--- src/rtl/ct_spsram_512x22_ctrl_pkg.sv ---
// Shared constants for the 512x22 single-port SRAM requester controller.
package ct_spsram_512x22_ctrl_pkg;

  localparam int unsigned SRAM_AW        = 9;
  localparam int unsigned SRAM_DW        = 22;
  localparam int unsigned SRAM_DEPTH     = 512;
  localparam int unsigned RSP_FIFO_DEPTH = 4;

  // Active-low SRAM pin encodings
  localparam logic CEN_ON  = 1'b0;
  localparam logic CEN_OFF = 1'b1;
  localparam logic GWEN_WR = 1'b0;
  localparam logic GWEN_RD = 1'b1;
  localparam logic WEN_OFF = 1'b1;
  localparam logic [SRAM_DW-1:0] WEN_ALL_OFF = {SRAM_DW{WEN_OFF}};

  typedef enum logic {
    ST_INIT,
    ST_RUN
  } ctrl_state_t;

endpackage

--- src/rtl/ct_spsram_512x22_ctrl_rsp_fifo.sv ---
// Small synchronous response FIFO holding captured read data in order.
module ct_spsram_ctrl_rsp_fifo
  import ct_spsram_512x22_ctrl_pkg::*;
#(
  parameter int unsigned DEPTH = RSP_FIFO_DEPTH,
  parameter int unsigned WIDTH = SRAM_DW
) (
  input  logic                       clk,
  input  logic                       rst,
  input  logic                       push,
  input  logic [WIDTH-1:0]           wdata,
  input  logic                       pop,
  output logic [WIDTH-1:0]           rdata,
  output logic                       full,
  output logic                       empty,
  output logic [$clog2(DEPTH+1)-1:0] count
);

  localparam int unsigned PW = (DEPTH > 1) ? $clog2(DEPTH) : 1;
  localparam int unsigned CW = $clog2(DEPTH+1);

  logic [DEPTH-1:0][WIDTH-1:0] mem;
  logic [PW-1:0]               wr_ptr;
  logic [PW-1:0]               rd_ptr;
  logic                        do_push;
  logic                        do_pop;

  function automatic logic [PW-1:0] ptr_inc(input logic [PW-1:0] p);
    return (p == PW'(DEPTH-1)) ? '0 : p + 1'b1;
  endfunction

  assign full    = (count == CW'(DEPTH));
  assign empty   = (count == '0);
  assign do_pop  = pop && !empty;
  assign do_push = push && (!full || do_pop);
  assign rdata   = mem[rd_ptr];

  // Storage, pointers and occupancy; simultaneous push and pop keep count
  always_ff @(posedge clk or posedge rst) begin
    if (rst) begin
      mem    <= '0;
      wr_ptr <= '0;
      rd_ptr <= '0;
      count  <= '0;
    end else begin
      if (do_push) begin
        mem[wr_ptr] <= wdata;
        wr_ptr      <= ptr_inc(wr_ptr);
      end
      if (do_pop) begin
        rd_ptr <= ptr_inc(rd_ptr);
      end
      case ({do_push, do_pop})
        2'b10:   count <= count + 1'b1;
        2'b01:   count <= count - 1'b1;
        default: count <= count;
      endcase
    end
  end

endmodule

--- src/rtl/ct_spsram_512x22_ctrl.sv ---
// Requester-side controller for a 512x22 single-port SRAM: zero-fills the
// array after reset, then turns valid/ready requests into registered SRAM
// cycles and returns read data in order through a credit-limited FIFO.
module ct_spsram_512x22_ctrl
  import ct_spsram_512x22_ctrl_pkg::*;
#(
  parameter int unsigned           ADDR_WIDTH = SRAM_AW,
  parameter int unsigned           DATA_WIDTH = SRAM_DW,
  parameter int unsigned           DEPTH      = SRAM_DEPTH,
  parameter int unsigned           RSP_DEPTH  = RSP_FIFO_DEPTH,
  parameter logic [DATA_WIDTH-1:0] INIT_VALUE = '0
) (
  input  logic                  forever_cpuclk,
  input  logic                  cpurst,
  input  logic                  req_vld,
  output logic                  req_rdy,
  input  logic                  req_wen,
  input  logic [ADDR_WIDTH-1:0] req_addr,
  input  logic [DATA_WIDTH-1:0] req_wdata,
  input  logic [DATA_WIDTH-1:0] req_bwe,
  output logic                  rsp_vld,
  input  logic                  rsp_rdy,
  output logic [DATA_WIDTH-1:0] rsp_rdata,
  output logic                  init_done,
  output logic                  sram_cen,
  output logic                  sram_gwen,
  output logic [DATA_WIDTH-1:0] sram_wen,
  output logic [ADDR_WIDTH-1:0] sram_a,
  output logic [DATA_WIDTH-1:0] sram_d,
  input  logic [DATA_WIDTH-1:0] sram_q
);

  localparam int unsigned CNT_W  = $clog2(RSP_DEPTH+1);
  localparam int unsigned CRED_W = $clog2(RSP_DEPTH+3);

  ctrl_state_t           state, state_nx;
  logic [ADDR_WIDTH-1:0] cnt, cnt_nx;
  logic                  cen_nx, gwen_nx;
  logic [DATA_WIDTH-1:0] wen_nx, d_nx;
  logic [ADDR_WIDTH-1:0] a_nx;
  logic                  rd_issue, rd_s1, rd_s2;
  logic                  req_acc, rsp_pop;
  logic                  rsp_full, rsp_empty;
  logic [CNT_W-1:0]      rsp_count;
  logic [CRED_W-1:0]     credits;

  // Every outstanding read owns a FIFO slot from issue until pop, so the
  // FIFO cannot overflow while credits stay below RSP_DEPTH.
  assign credits = CRED_W'(rd_s1) + CRED_W'(rd_s2) + CRED_W'(rsp_count);
  // init_done doubles as the "in RUN for at least one cycle" flag, which
  // keeps req_rdy low through the cycle that drives the last init write.
  assign req_rdy = init_done && (credits < CRED_W'(RSP_DEPTH));
  assign req_acc = req_vld && req_rdy;
  assign rsp_vld = !rsp_empty;
  assign rsp_pop = rsp_vld && rsp_rdy;

  // State and init address counter
  always_ff @(posedge forever_cpuclk or posedge cpurst) begin
    if (cpurst) begin
      state <= ST_INIT;
      cnt   <= '0;
    end else begin
      state <= state_nx;
      cnt   <= cnt_nx;
    end
  end

  // Next state and next SRAM pin values
  always_comb begin
    state_nx = state;
    cnt_nx   = cnt;
    cen_nx   = CEN_OFF;
    gwen_nx  = GWEN_RD;
    wen_nx   = {DATA_WIDTH{WEN_OFF}};
    a_nx     = sram_a;
    d_nx     = sram_d;
    rd_issue = 1'b0;
    case (state)
      ST_INIT: begin
        cen_nx  = CEN_ON;
        gwen_nx = GWEN_WR;
        wen_nx  = '0;
        a_nx    = cnt;
        d_nx    = INIT_VALUE;
        cnt_nx  = cnt + 1'b1;
        if (cnt == ADDR_WIDTH'(DEPTH-1)) begin
          state_nx = ST_RUN;
        end
      end
      ST_RUN: begin
        if (req_acc) begin
          cen_nx = CEN_ON;
          a_nx   = req_addr;
          if (req_wen) begin
            gwen_nx = GWEN_WR;
            wen_nx  = ~req_bwe;
            d_nx    = req_wdata;
          end else begin
            rd_issue = 1'b1;
          end
        end
      end
    endcase
  end

  // Registered SRAM pins, read pipeline tracking and init_done
  always_ff @(posedge forever_cpuclk or posedge cpurst) begin
    if (cpurst) begin
      sram_cen  <= CEN_OFF;
      sram_gwen <= GWEN_RD;
      sram_wen  <= {DATA_WIDTH{WEN_OFF}};
      sram_a    <= '0;
      sram_d    <= '0;
      rd_s1     <= 1'b0;
      rd_s2     <= 1'b0;
      init_done <= 1'b0;
    end else begin
      sram_cen  <= cen_nx;
      sram_gwen <= gwen_nx;
      sram_wen  <= wen_nx;
      sram_a    <= a_nx;
      sram_d    <= d_nx;
      rd_s1     <= rd_issue;
      rd_s2     <= rd_s1;
      init_done <= (state == ST_RUN);
    end
  end

  ct_spsram_ctrl_rsp_fifo #(
    .DEPTH (RSP_DEPTH),
    .WIDTH (DATA_WIDTH)
  ) u_rsp_fifo (
    .clk   (forever_cpuclk),
    .rst   (cpurst),
    .push  (rd_s2),
    .wdata (sram_q),
    .pop   (rsp_pop),
    .rdata (rsp_rdata),
    .full  (rsp_full),
    .empty (rsp_empty),
    .count (rsp_count)
  );

  rsp_overflow_a: assert property (@(posedge forever_cpuclk) disable iff (cpurst)
    !(rd_s2 && rsp_full && !rsp_pop));

endmodule

--- config.mk ---
export PLATFORM = sky130hd
export DESIGN_NAME = ct_spsram_512x22_ctrl
export DESIGN_NICKNAME = d
export VERILOG_FILES = /design/src/rtl/ct_spsram_512x22_ctrl_pkg.sv /design/src/rtl/ct_spsram_512x22_ctrl_rsp_fifo.sv /design/src/rtl/ct_spsram_512x22_ctrl.sv
export SDC_FILE = /design/constraint.sdc
export NUM_CORES = 1
export LEC_CHECK = 0
export CAP_MARGIN = 20
export CORE_ASPECT_RATIO = 1.1
export CORE_MARGIN = 4
export CORE_UTILIZATION = 36
export DETAILED_ROUTE_END_ITERATION = 16
export DONT_BUFFER_PORTS = 1
export HOLD_SLACK_MARGIN = 0.1
export PLACE_DENSITY_LB_ADDON = 0.08
export REMOVE_ABC_BUFFERS = 1
export SETUP_SLACK_MARGIN = 0.02
export SYNTH_ARGS = -nofsm -noshare
export SYNTH_HDL_FRONTEND = slang
export SYNTH_SLANG_ARGS = --single-unit
export TNS_END_PERCENT = 100
--- constraint.sdc ---
create_clock -name forever_cpuclk -period 4.6 [get_ports forever_cpuclk]
set_input_delay 0.46 -clock forever_cpuclk [delete_from_list [all_inputs] [get_ports forever_cpuclk]]
set_output_delay 0.46 -clock forever_cpuclk [all_outputs]
set_load 0.05 [all_outputs]
# [Yosys cells after proc, flatten, opt, wreduce, memory -nomap -nowiden]
# Index checks and enable logic that the tools add are counted.
[word_totals] elab_cells=75 mem_count=0 ff_bits=163 romBits=0 ram_bits=0 in_bits=80 latchBits=0
[classes] mul=0 add_sub_neg=7 shifts=0 order_cmp=4 muxes=25 n_eq_ne=8 reduce_logical=12 div_mod_pow=0 bitwise_logic=2
[ops] op="two-way mux 22 bit" count=6
[ops] op="bitwise mux 88 bit" count=1
[ops] op="one-hot mux 22 bit (2 select lines)" count=2
[ops] op="binary-select mux 22 bit (select 2 bit)" count=1
[ops] op="demux 22 bit (select 2 bit)" count=1
[ops] op="NOT 22 bit" count=1
[ops] op="one-hot mux 9 bit (2 select lines)" count=1
[ops] op="adder 9 x 1 -> 9 bit (second input constant)" count=1
[ops] op="equality test 9 bit (second input constant)" count=1
[ops] op="two-way mux 9 bit" count=1
[ops] op="two-way mux 1 bit" count=7
[ops] op="equality test 2 bit (second input constant)" count=3
[ops] op="logical AND 1 bit" count=6
[ops] op="less-than comparator 2 x 3 -> 1 bit (second input constant)" count=2
[ops] op="one-hot mux 3 bit (2 select lines)" count=1
[ops] op="adder 2 x 1 -> 2 bit (second input constant)" count=2
[ops] op="two-way mux 2 bit" count=2
[ops] op="one-hot mux 1 bit (2 select lines)" count=2
[ops] op="adder 2 x 3 -> 3 bit" count=1
[ops] op="adder 3 x 1 -> 3 bit (second input constant)" count=1
[ops] op="equality test 3 bit (second input constant)" count=1
[ops] op="zero test 3 bit" count=1
[ops] op="less-than comparator 3 bit (second input constant)" count=1
[ops] op="subtractor 3 x 1 -> 3 bit (second input constant)" count=1
[ops] op="10 further kinds" count=11

# [Longest topological paths before layout]
# Gate-level depths: netlist (run 1).
[logic_depth] depth_word=8 depth_mapped=9 depth_no_buf=9

# [Cells and area by module]
# From an unflattened synthesis (run 1), not the netlist that was laid out.
[hier_totals] cells_unflattened=526 hier_area_um2=7601.0
[modules_own_cells] mod="ct_spsram_ctrl_rsp_fifo" area_per_inst_um2=4752.1 seq_area_each_um2=2377.3 cells_each=266 n_inst=1
[modules_own_cells] mod="ct_spsram_512x22_ctrl" area_per_inst_um2=2849.0 seq_area_each_um2=1731.7 cells_each=260 n_inst=1

# [Worst setup path after synthesis (run 1)]
# No wires, ideal clock.
[synth_path] kind="register -> register" startpoint="register u_rsp_fifo.count[0]" endpoint="register u_rsp_fifo.count[2]" slack_ns=2.451 stages_incl_launch_ff=10 arrival_ns=2.024 period_less_slack_ns=2.149 setup_ns=0.124 required_time_ns=4.476 cell_sequence="dfrtp_1 -> or3_2 -> nand2_1 -> inv_1 -> ha_1 -> inv_1 -> fa_1 -> xor2_1 -> nor2_1 -> xnor2_1"
[synth_between] elab_chain_cells=8 word_cells_on_any_way=14 cone_classes="add/sub (2); eq/ne (3); mux (1); reduce/logical (8)"
[synth_lines] element="start: declaration" line="ct_spsram_512x22_ctrl_rsp_fifo.sv:16" text="output logic [$clog2(DEPTH+1)-1:0] count"
[synth_lines] element="start signal: assignment" line="ct_spsram_512x22_ctrl_rsp_fifo.sv:54" text="2'b10: count <= count + 1'b1;"
[synth_lines] element="start signal: assignment" line="ct_spsram_512x22_ctrl_rsp_fifo.sv:55" text="2'b01: count <= count - 1'b1;"
[synth_lines] element="start signal: assignment" line="ct_spsram_512x22_ctrl_rsp_fifo.sv:56" text="default: count <= count;"
[synth_lines] element="zero test 3 bit (*)" line="ct_spsram_512x22_ctrl_rsp_fifo.sv:33" text="assign empty = (count == '0);"
[synth_lines] element="zero test 1 bit (*)" line="ct_spsram_512x22_ctrl.sv:54" text="assign rsp_vld = !rsp_empty;"
[synth_lines] element="via rsp_vld" line="ct_spsram_512x22_ctrl.sv:21" text="output logic rsp_vld,"
[synth_lines] element="logical AND 1 bit" line="ct_spsram_512x22_ctrl.sv:55" text="assign rsp_pop = rsp_vld && rsp_rdy;"
[synth_lines] element="logical AND 1 bit (*)" line="ct_spsram_512x22_ctrl_rsp_fifo.sv:34" text="assign do_pop = pop && !empty;"
[synth_lines] element="via u_rsp_fifo.do_pop" line="ct_spsram_512x22_ctrl_rsp_fifo.sv:26" text="logic do_pop;"
[synth_lines] element="logical OR 1 bit" line="ct_spsram_512x22_ctrl_rsp_fifo.sv:35" text="assign do_push = push && (!full || do_pop);"
[synth_lines] element="logical AND 1 bit" line="ct_spsram_512x22_ctrl_rsp_fifo.sv:35"
[synth_lines] element="equality test 2 x 1 -> 1 bit or equality test 2 bit (tied branches)" line="ct_spsram_512x22_ctrl_rsp_fifo.sv:53" text="case ({do_push, do_pop})"
[synth_lines] element="one-hot mux 3 bit (2 select lines) or nonzero test 2 bit (tied branches)"
# The timed path passes the listed nets; every way through them passes the cells marked *.
# A chain may end at the register's enable or synchronous reset.

# [Worst setup path in the final report (run 1)]
[layout_path] startpoint="register u_rsp_fifo.count[0]" endpoint="register sram_wen[12]"
[layout_between] elab_chain_cells=6
[layout_lines] element="adder 2 x 3 -> 3 bit" line="ct_spsram_512x22_ctrl.sv:49" text="assign credits = CRED_W'(rd_s1) + CRED_W'(rd_s2) + CRED_W'(rsp_count);"
[layout_lines] element="less-than comparator 3 bit" line="ct_spsram_512x22_ctrl.sv:52" text="assign req_rdy = init_done && (credits < CRED_W'(RSP_DEPTH));"
[layout_lines] element="logical AND 1 bit" line="ct_spsram_512x22_ctrl.sv:52"
[layout_lines] element="logical AND 1 bit" line="ct_spsram_512x22_ctrl.sv:53" text="assign req_acc = req_vld && req_rdy;"
[layout_lines] element="two-way mux 22 bit" line="ct_spsram_512x22_ctrl.sv:91" text="if (req_acc) begin"
[layout_lines] element="one-hot mux 22 bit (2 select lines)" line="ct_spsram_512x22_ctrl.sv:78" text="case (state)"
[layout_lines] element="via wen_nx[12]" line="ct_spsram_512x22_ctrl.sv:39" text="logic [DATA_WIDTH-1:0] wen_nx, d_nx;"
[layout_lines] element="end signal: assignment" line="ct_spsram_512x22_ctrl.sv:111" text="sram_wen <= {DATA_WIDTH{WEN_OFF}};"
[layout_lines] element="end signal: assignment" line="ct_spsram_512x22_ctrl.sv:120" text="sram_wen <= wen_nx;"
[layout_lines] element="end: declaration" line="ct_spsram_512x22_ctrl.sv:27" text="output logic [DATA_WIDTH-1:0] sram_wen,"
# The timed path passes the listed nets, and every way through them passes these cells.

==> implementation parameters, run 1 <==
Parameter                              Value

Synthesis
  Post-synth top flop    sky130_fd_sc_hd__dfrtp_1
  Number of distinct standard cells referenced by the synthesized netlist    41
  Number of flip-flops and latches in the synthesized netlist    163
  Share of synthesized registers carrying an async set or reset    100%
  Synth Area in Compound Gates    8.50%
  Number of synthesized flops with an enable pin    0
  Largest family of logic cells by synthesized area    multiplexers
  Post-synthesis xor/xnor area fraction    1.23%
  Synthesized area per cell    14.0 sq um
  Simple-gate share of the synthesized area    6.01%
  Synthesized instance count    509
  Share of synthesized cell area in full adder, half adder and majority cells    1.86%
  Mux contribution to synthesized area    21.4%
  Synthesized area    0.00714 sq mm
  Count of warnings emitted by yosys    0
  Sequential fraction of the synthesis area    57.6%

GRT
  Via count of the first global-routing pass    4526
  Aggregate global-route resource usage    14.9%
  Global-route wire length before repair    25700 um
  Total grt overflow    0
  Maximum number of pins on one net before global-route repair    90
  Initial antenna violation count    0

Floorplanning
  Row count    53
  Boundary Pins    160
  Die Width    142 um
  Starting utilization of the core area    37.0%
  DIE AREA    0.0221 sq mm
  Area inside the core boundary    0.0193 sq mm
  Die height    156 um

Pwr
  Sequential fraction of design power    48.0%
  Internal power    0.00242 W
  Proportion of total power due to net switching    25.0%
  Net switching power    0.000806 W
  Static leakage    3.66 nW
  Combinational Power Share    8.8%
  Power density normalized to cell area    396 mW/mm^2
  Part of the power in the clock network    43.2%
  Total power consumption of the routed design    0.00323 W
  Maximum resistive drop on vdd    0.240 mV

Place
  Estimated wirelength of the detail-placed design    10200 um
  Total instance count after detailed placement    731
  Weighted congestion reported at the end of routability-driven placement    0.681
  # port buffers    0

Finish
  Post-route insts no fill    785
  Final core occ    42.2%
  Final-stage net count    615
  Share of post-route cells with drive strength above 1    35.3%
  Antenna diodes    0
  Area Overhead vs Synth    14.2%

Clock network
  Number of CTS-inserted buffers    17
  Clock sink count    163
  Root cell of the clock tree    sky130_fd_sc_hd__clkbuf_16
  CTS tree    done
  Number of instances resized during post-cts repair    0
  CTS Hold Buffers Added    19
  Clock transition at the register clock pins on the worst setup and hold paths after CTS    60 ps
  Number of post-CTS setup repair buffers    0
  Insertion delay to the later sink of the worst-skew pair    410 ps
  H-tree depth    4
  Clock buffer depth    2

Detailed routing
  Avg Vias per Cell    5.26
  Detailed-route DRC error count    0
  Number of iterations in the first detailed-routing pass    4
  DR vias    4130
  Antenna Nets Post-Route    0
  Drt initial violations    252
  Routed WL per cell    20.2 um
  Final wirelength    15900 um

Worst hold path
  Worst hold path type    in2reg

Worst setup path
  Crit start category    flip-flop
  Crit path largest cell delay    720 ps
  Max Fanout on Critical Path    24
  Critical path's slowest cell    sky130_fd_sc_hd__or4_1
  Register-to-register path setup slack    1670 ps
  Data arrival time at the worst-slack endpoint    3230 ps
  Required time of the critical path    4910 ps
  Chain of cells forming the critical path    ha_1 -> a21oi_1 -> or4_1 -> nand2_1 -> a21boi_0
  Worst setup path category    reg2reg
  Critical Path End Type    flip-flop

Timing
  Max-slew headroom at the worst pin    40.8%
  Number of endpoints failing setup at the final stage    0
  Worst Tran Pin Value    889 ps
  Worst setup skew after layout    10.5 ps
  Clock period minus worst slack    2930 ps
  Final Max Slew Viols    0
  Maximum clock frequency    342 MHz
  Final Cycle Share    63.6%
  Final hold viol count    0
  RSZ-0062 raised after global routing    false

Run status
  Status    complete, no violations

Job
  Maximum Capacitance Violations    0
==> flip-flops by register name, indices dropped and copies added (netlist names), 2 cells and up <==
signal	count
sram_a	9
u_rsp_fifo.wr_ptr	2
sram_d	22
u_rsp_fifo.mem	88
u_rsp_fifo.rd_ptr	2
u_rsp_fifo.count	3
sram_wen	22
cnt	9
==> layout make-up <==
cell class	count	area, sq um
fillers	1805	11100
clock buffers	22	497
repair buffers	31	302
flip-flops and latches	163	4110
clock inverters	10	93.8
inverters	9	38.8
multi-input cells	303	2800
well taps	247	309
==> worst max-delay path, delay by kind of cell, from the launching register on <==
kind | cells | cell delay (ps)
AND/OR/NAND/NOR | 2 | 1320
AO/OA/AOI/OAI | 2 | 780
flip-flops | 1 | 420
adder cells (fa/ha/maj) | 1 | 300
==> cells in the mapped netlist (3+ instances only) <==
master	n	share of area, %
sky130_fd_sc_hd__a21boi_0	42	4.4
sky130_fd_sc_hd__a311o_1	8	1.1
sky130_fd_sc_hd__and3_1	3	0.26
sky130_fd_sc_hd__buf_1	3	0.16
sky130_fd_sc_hd__buf_2	5	0.35
sky130_fd_sc_hd__buf_6	10	1.6
sky130_fd_sc_hd__clkbuf_1	16	0.84
sky130_fd_sc_hd__dfrtp_1	139	49
sky130_fd_sc_hd__dfstp_2	24	8.8
sky130_fd_sc_hd__ha_1	9	1.6
sky130_fd_sc_hd__inv_1	8	0.42
sky130_fd_sc_hd__mux2_2	91	14
sky130_fd_sc_hd__mux4_2	22	6.9
sky130_fd_sc_hd__nand2_1	19	1.0
sky130_fd_sc_hd__nand3_1	29	2.0
sky130_fd_sc_hd__nor2_1	5	0.26
sky130_fd_sc_hd__nor2b_1	9	0.79
sky130_fd_sc_hd__nor3_1	10	0.70
sky130_fd_sc_hd__o21ai_0	25	1.8
sky130_fd_sc_hd__xnor2_1	7	0.86
sky130_fd_sc_hd__xor2_1	3	0.37
==> logic make-up (layout without fill, tap and decap cells) <==
logic type                 Yosys count  in the layout
DFF                                163            163
muxes                              114            114
AOI/OAI and AO/OA                   85             85
and+or+nand+nor                     84             84
buffers and inverters               43             72
adders and majority gates           10             10
xor gates and xnor gates            10             10
==> stage by stage <==
stage	worst slack, ps	hold slack (ps)	area, sq um	TNS (ps)
4_1_cts	1570	102	8110	0
5_1_grt	1380	106	8150	0
3_5_place_dp	1730	368	7330	0
2_1_floorplan	-225	360	6930	-31310
3_3_place_gp	1730	368	7320	0
6_report	1670	120	8150	0
==> final timing paths <==
path                                     start            endpoint  cells after the start
min reg2reg                              rd_s1               rd_s2                      0
max in group asynchronous               cpurst  u_rsp_fifo.mem[72]                      3
max                        u_rsp_fifo.count[0]        sram_wen[12]                      5
min                                 req_bwe[8]         sram_wen[8]                      1
min in group asynchronous               cpurst  u_rsp_fifo.mem[31]                      2
max reg2reg                u_rsp_fifo.count[0]        sram_wen[12]                      5
==> routing by layer <==
metal | GRT usage [%] | routed length, um | vias to the layer above
met5 | 0 | 0 | -
met2 | 25.0 | 8180 | 112
li1 | - | - | 1869
met4 | 4.89 | 260 | 0
met1 | 17.4 | 6270 | 2133
met3 | 6.19 | 1160 | 16
==> placed cells by master, fill, tap and decap left out, types with 5 or more instances in the layout <==
cell                            netlist  layout
sky130_fd_sc_hd__mux2_2              91      91
sky130_fd_sc_hd__nand3_1             29      29
sky130_fd_sc_hd__a21boi_0            42      42
sky130_fd_sc_hd__inv_1                8       7
sky130_fd_sc_hd__nor2_1               5       5
sky130_fd_sc_hd__nor3_1              10      10
sky130_fd_sc_hd__o21ai_0             25      25
sky130_fd_sc_hd__dfrtp_1            139     137
sky130_fd_sc_hd__clkbuf_16            0      19
sky130_fd_sc_hd__xnor2_1              7       7
sky130_fd_sc_hd__a311o_1              8       8
sky130_fd_sc_hd__dfstp_2             24      24
sky130_fd_sc_hd__ha_1                 9       9
sky130_fd_sc_hd__mux4_2              22      22
sky130_fd_sc_hd__dlygate4sd3_1        0      21
sky130_fd_sc_hd__nor2b_1              9       9
sky130_fd_sc_hd__buf_4                0       8
sky130_fd_sc_hd__nand2_1             19      19
==> power groups by stage <==
| stage | Combinational (W) | Sequential [W] | Clock, W |
|---|---|---|---|
| 2_1_floorplan | 0.000190 | 0.00157 | 0 |
| 5_1_grt | 0.000313 | 0.00156 | 0.00151 |
| 3_3_place_gp | 0.000274 | 0.00158 | 0 |
| 6_report | 0.000284 | 0.00155 | 0.00139 |
| 3_5_place_dp | 0.000279 | 0.00158 | 0 |
| 4_1_cts | 0.000292 | 0.00156 | 0.00145 |
Note: power is estimated with default switching activity, not from simulation.
==> inputs of run 2 (changes only) <==
clock period = 2.8 ns   (was 4.6 ns; I/O delays follow)
==> implementation parameters, run 2 (same netlist as run 1, synthesis figures left out) <==
Parameter                              Value

Clock network
  Root cell of the clock tree    sky130_fd_sc_hd__clkbuf_16
  Insertion delay to the later sink of the worst-skew pair    420 ps (about the same)
  Clock sink count    163 (unchanged)
  Number of CTS-inserted buffers    17 (unchanged)
  CTS tree    done
  H-tree depth    4 (unchanged)
  Number of post-CTS setup repair buffers    0 (unchanged)
  Clock buffer depth    2 (unchanged)
  Clock transition at the register clock pins on the worst setup and hold paths after CTS    70 ps (about the same)

GRT
  Maximum number of pins on one net before global-route repair    77 (-14%)
  Initial antenna violation count    0 (unchanged)
  Global-route wire length before repair    26600 um (+3.6%)
  Via count of the first global-routing pass    4842 (+7.0%)
  Aggregate global-route resource usage    15.3% (+0.37 points)
  Total grt overflow    0 (unchanged)

Detailed routing
  DR vias    4419 (+7.0%)
  Number of iterations in the first detailed-routing pass    4 (unchanged)
  Avg Vias per Cell    5.20 (-1.1%)
  Routed WL per cell    19.1 um (-5.4%)
  Drt initial violations    147 (-42%)
  Final wirelength    16200 um (+2.3%)
  Antenna Nets Post-Route    0 (unchanged)
  Detailed-route DRC error count    0 (unchanged)

Worst setup path
  Max Fanout on Critical Path    9 (-63%)
  Required time of the critical path    3130 ps (-1780 ps)
  Crit start category    flip-flop
  Critical Path End Type    flip-flop
  Worst setup path category    reg2reg
  Chain of cells forming the critical path    inv_1 -> o41a_1 -> inv_1 -> ha_1 -> inv_1 -> fa_1 -> xor2_1 -> nor2_1 -> xnor2_1
  Crit path top cell by count    sky130_fd_sc_hd__inv_1
  Data arrival time at the worst-slack endpoint    2640 ps (-590 ps)
  Crit path largest cell delay    520 ps (-200 ps)
  Critical path's slowest cell    sky130_fd_sc_hd__o41a_1

Timing
  Worst hold slack across all endpoints    136 ps (+16.3 ps)
  Final TNS setup    0 ps (unchanged)
  Final Cycle Share    82.2% (+19 points)
  Final hold viol count    0 (unchanged)
  Final Max Slew Viols    0 (unchanged)
  Number of endpoints failing setup at the final stage    0 (unchanged)
  Worst Tran Pin Value    540 ps (-349 ps)
  RSZ-0062 raised after global routing    false
  Maximum clock frequency    435 MHz (+27%)
  Worst setup skew after layout    13.6 ps (+3.08 ps)
  Max-slew headroom at the worst pin    64.0% (+23 points)
  Clock period minus worst slack    2300 ps (-624 ps)

Place
  Weighted congestion reported at the end of routability-driven placement    0.731 (+7.3%)
  # port buffers    0 (unchanged)
  Estimated wirelength of the detail-placed design    10500 um (+2.6%)
  Total instance count after detailed placement    740 (+1.2%)
  Placed standard-cell area    0.00743 sq mm (+1.4%)

Pwr
  Maximum resistive drop on vdd    0.418 mV (+74%)
  Static leakage    3.95 nW (+7.9%)
  Power density normalized to cell area    615 mW/mm^2 (+55%)

Floorplanning
  DIE AREA    0.0221 sq mm (unchanged)
  Starting utilization of the core area    37.0% (unchanged)
  Boundary Pins    160 (unchanged)
  Area inside the core boundary    0.0193 sq mm (unchanged)
  Die Width    142 um (unchanged)
  Die height    156 um (unchanged)
  Row count    53 (unchanged)

Finish
  Largest regs    u_rsp_fifo.mem: 88 flops, sram_d: 22 flops, sram_wen: 22 flops
  Share of post-route cells with drive strength above 1    33.2% (-2.1 points)
  Largest reg by FF count    u_rsp_fifo.mem
  Largest register FFs    88 (unchanged)
  Fill cell instance count of the final layout    1743 (-3.4%)
  Commonest cells after routing, fill and taps aside    sky130_fd_sc_hd__dfrtp_1 (137), sky130_fd_sc_hd__mux2_2 (91), sky130_fd_sc_hd__dlygate4sd3_1 (77), sky130_fd_sc_hd__a21boi_0 (42), sky130_fd_sc_hd__nand3_1 (29)
  Post-route insts no fill    849 (+8.2%)
  Area Overhead vs Synth    23.0%
  Final-stage net count    679 (+10%)
  Area of all placed cells without fillers    0.00878 sq mm (+7.8%)
  Antenna diodes    0 (unchanged)
  Leading cell type in the layout, fill and taps excluded    sky130_fd_sc_hd__dfrtp_1

Job
  Maximum Capacitance Violations    0 (unchanged)

Worst hold path
  Worst hold path type    in2reg

Run status
  Status    complete, no violations
[run 2: cell count changes in the layout (fill, tap and decap cells not counted), sizes merged]
cell,delta
dlygate4sd3,+56
clkbuf,-5
inv,+8
clkinvlp,-2
buf,+8
bufinv,-1
[run 2: cell type report]
type                            count  area [sq um]  area share [%]
Sequential cell                   163          4110            46.8
Multi-Input combinational cell    303          2800            31.9
Timing Repair Buffer               95           943            10.7
Clock buffer                       17           425            4.84
Tap cell                          247           309            3.52
Clock inverter                     15           158            1.79
Inverter                            9          38.8           0.442
[run 2: report_power, final]
group | internal [W] | switching (W)
Sequential | 0.00239 | 0.000107
Clock | 0.00120 | 0.00107
Combinational | 0.000308 | 0.000318
[run 2: repair_timing]
item                      in CTS  in global routing
hold endpoints to repair     176                  0
hold buffers                  77                  0
resized for setup              0                  0
[run 2: metrics by stage]
stage	setup WS, ps	utilization, %	total power, W
after floorplan	-1850	-	0.00289
after global placement	574	38.5	0.00309
after detailed placement	523	38.5	0.00309
after CTS	474	45.5	0.00551
after global routing	357	45.5	0.00567
final	499	45.5	0.00540
[run 2: worst max-delay path: cells and delay by family (launching register included)]
| family | cells | cell delay [ps] |
|---|---|---|
| XOR/XNOR | 2 | 290 |
| adder cells (fa/ha/maj) | 2 | 550 |
| flip-flops | 1 | 430 |
| AND/OR/NAND/NOR | 1 | 110 |
| AO/OA/AOI/OAI | 1 | 520 |
| buffers and inverters | 3 | 310 |
[run 2: path summary, 6_finish.rpt]
| kind | slack (ps) | to | startpoint | cells after the start |
|---|---|---|---|---|
| hold / removal | 140 | u_rsp_fifo.rd_ptr[0] | rsp_rdy | 2 |
| setup reg to reg | 500 | u_rsp_fifo.count[2] | u_rsp_fifo.count[2] | 9 |
| hold reg to reg | 400 | rd_s2 | rd_s1 | 0 |
| min in group asynchronous | 400 | sram_a[5] | cpurst | 2 |
| setup / recovery | 500 | u_rsp_fifo.count[2] | u_rsp_fifo.count[2] | 9 |
| max in group asynchronous | 1520 | sram_wen[1] | cpurst | 3 |
[run 2: routing by layer]
metal	up-vias	track usage, %	wire length [um]
met1	2280	19.4	6890
met3	19	4.97	1020
met5	-	0	0
met2	113	25.0	8050
li1	2007	-	-
met4	0	4.94	267
==> inputs of run 3 (changes only) <==
clock period = 1.91 ns   (was 2.8 ns; I/O delays follow)
==> implementation parameters, run 3 (same netlist as run 1, synthesis figures left out) <==
Parameter                              Value

Run status
  Status    finished with violations
  Violated checks    negative setup slack

Job
  Maximum Capacitance Violations    0 (unchanged)

Timing
  Final Cycle Share    101%
  Final hold viol count    0 (unchanged)
  Post-route worst setup slack    -23.9 ps (-523 ps)
  Worst setup skew after layout    7.90 ps (-5.68 ps)
  Number of endpoints failing setup at the final stage    6 (+6)
  Clock period minus worst slack    1930 ps
  Worst Tran Pin Value    598 ps (+58.3 ps)
  Maximum clock frequency    517 MHz
  Worst hold slack across all endpoints    201 ps (+65.0 ps)
  Final Max Slew Viols    0 (unchanged)
  Max-slew headroom at the worst pin    60.1% (-3.9 points)
  RSZ-0062 raised after global routing    true

Worst hold path
  Hold Path Depth    3 (+1)
  Hold path endpoint    u_rsp_fifo.wr_ptr[1]
  Min-Delay Startpoint    rsp_rdy
  Worst hold path type    in2reg

Detailed routing
  Final wirelength    16700 um (+2.7%)
  Avg Vias per Cell    5.17 (-0.73%)
  Antenna Nets Post-Route    0 (unchanged)
  DR vias    4521 (+2.3%)
  Detailed-route DRC error count    0 (unchanged)
  Number of iterations in the first detailed-routing pass    4 (unchanged)
  Drt initial violations    134 (-8.8%)
  Routed WL per cell    19.1 um (-0.32%)

Finish
  Fill cell instance count of the final layout    1718 (-1.4%)
  Area of all placed cells without fillers    0.00923 sq mm (+5.1%)
  Share of post-route cells with drive strength above 1    37.6% (+4.4 points)
  Commonest cells after routing, fill and taps aside    sky130_fd_sc_hd__dfrtp_1 (136), sky130_fd_sc_hd__mux2_2 (91), sky130_fd_sc_hd__dlygate4sd3_1 (78), sky130_fd_sc_hd__a21boi_0 (41), sky130_fd_sc_hd__nand3_1 (29)
  Largest reg by FF count    u_rsp_fifo.mem
  Final-stage net count    705 (+3.8%)
  Area Overhead vs Synth    29.3%
  Leading cell type in the layout, fill and taps excluded    sky130_fd_sc_hd__dfrtp_1
  Largest register FFs    88 (unchanged)
  Antenna diodes    0 (unchanged)
  Largest regs    u_rsp_fifo.mem: 88 flops, sram_d: 22 flops, sram_wen: 22 flops

Pwr
  Maximum resistive drop on vdd    0.656 mV (+57%)
  Total power consumption of the routed design    0.00833 W (+54%)
  Power density normalized to cell area    902 mW/mm^2 (+47%)
  Static leakage    4.16 nW (+5.2%)

Place
  # port buffers    0 (unchanged)
  Placed standard-cell area    0.00770 sq mm (+3.7%)
  Estimated wirelength of the detail-placed design    10800 um (+3.0%)
  Weighted congestion reported at the end of routability-driven placement    0.740 (+1.2%)

GRT
  Global-route wire length before repair    26700 um (+0.33%)
  Total grt overflow    0 (unchanged)
  Met3 layer usage reported by global route    4.08% (-0.89 points)
  Initial antenna violation count    0 (unchanged)
  Maximum number of pins on one net before global-route repair    63 (-18%)
  Met2 routing resource usage after global routing    26.2% (+1.2 points)
  Aggregate global-route resource usage    15.5% (+0.14 points)
  Via count of the first global-routing pass    4875 (+0.68%)
  Layer with the highest usage after global routing    met2
  Met1 demand-to-capacity share in global routing    19.2% (-0.15 points)

Worst setup path
  Required time of the critical path    1720 ps (-1410 ps)
  Critical Path End Type    primary output
  Worst setup path category    reg2out
  Top cell family by delay on the critical path    flip-flops
  Crit start category    flip-flop
  Crit path largest cell delay    440 ps (-80 ps)
  Data arrival time at the worst-slack endpoint    1740 ps (-900 ps)
  Number of cells traversed by the worst register-to-register path    8 (-1)
  Critical R2R Capture    u_rsp_fifo.count[2]
  Beginning of the worst register-to-register path    u_rsp_fifo.count[1]
  Crit path buf inv count    1 (-2)
  Chain of cells forming the critical path    ha_4 -> a21o_1 -> nand3_1 -> and3_4 -> buf_12
  Critical path's slowest cell    sky130_fd_sc_hd__dfrtp_2
  Max Fanout on Critical Path    4 (-5)
  Register-to-register path setup slack    0 ps (-500 ps)

Clock network
  CTS tree    done
  Insertion delay to the later sink of the worst-skew pair    410 ps (about the same)
  Clock sink count    163 (unchanged)
  H-tree depth    4 (unchanged)
  Root cell of the clock tree    sky130_fd_sc_hd__clkbuf_16
  Clock buffer depth    2 (unchanged)
  Clock transition at the register clock pins on the worst setup and hold paths after CTS    70 ps (about the same)
  Number of CTS-inserted buffers    17 (unchanged)

Floorplanning
  DIE AREA    0.0221 sq mm (unchanged)
  Boundary Pins    160 (unchanged)
  Row count    53 (unchanged)
  Die height    156 um (unchanged)
  Die Width    142 um (unchanged)
  Starting utilization of the core area    37.0% (unchanged)
  Area inside the core boundary    0.0193 sq mm (unchanged)
## run 3: routing by layer
| metal | part of all wire [%] | wire length [um] | vias to the layer above |
|---|---|---|---|
| met2 | 52 | 8600 | 119 |
| met5 | 0 | 0 | - |
| li1 | - | - | 2061 |
| met4 | 1.6 | 261 | 0 |
| met1 | 42 | 7000 | 2325 |
| met3 | 4.9 | 816 | 16 |
## run 3: what timing repair did
| action | CTS | global route |
|---|---|---|
| hold endpoints to repair | 200 | 1 |
| cloned | 0 | 1 |
| pin swaps | 2 | 11 |
| hold buffers | 77 | 1 |
| endpoints found under the setup margin | 81 | 50 |
| resized for setup | 11 | 12 |
| setup buffers | 1 | 3 |
## run 3: worst reg2reg max path, delay by kind of cell (launching register included)
kind                       cells  cell delay (ps)
AOI/OAI and AO/OA              1              430
DFF                            1              410
xor gates and xnor gates       2              260
adders and majority gates      2              500
and+or+nand+nor                1              110
buffers and inverters          2              120
## run 3: how the worst max path moves through the flow
stage | depth (start not counted) | to | start | slack, ps
finish | 5 | req_rdy | u_rsp_fifo.count[0] | -20
global route | 5 | req_rdy | u_rsp_fifo.count[0] | -110
CTS | 8 | u_rsp_fifo.count[2] | u_rsp_fifo.count[1] | -60
detailed placement | 5 | sram_a[7] | u_rsp_fifo.count[0] | -240
global placement | 5 | sram_a[7] | u_rsp_fifo.count[0] | -160
floorplan | 1 | cnt[0] | cpurst | -2650
## run 3: layout make-up
class	count	area, sq um	area share (%)
clock inverters	13	140	1.52
multi-input cells	304	2870	31.1
flip-flops and latches	163	4110	44.6
clock buffers	19	475	5.15
inverters	9	38.8	0.420
repair buffers	120	1280	13.9
well taps	247	309	3.35
## run 3: through the flow
step / worst slack [ps] / instances / setup TNS (ps) / utilization, %
global placement: -164 / 760 / -1670 / 39.9
finish: -23.9 / 875 / -47.2 / 47.8
global route: -110 / 875 / -1190 / 47.8
CTS: -55.7 / 870 / -744 / 47.4
floorplan: -2650 / 475 / -434080 / -
detailed placement: -242 / 760 / -5110 / 39.9
## run 3: power breakdown
part	internal, W	switching [W]
Sequential	0.00352	0.0000794
Clock	0.00199	0.00149
Combinational	0.000630	0.000622
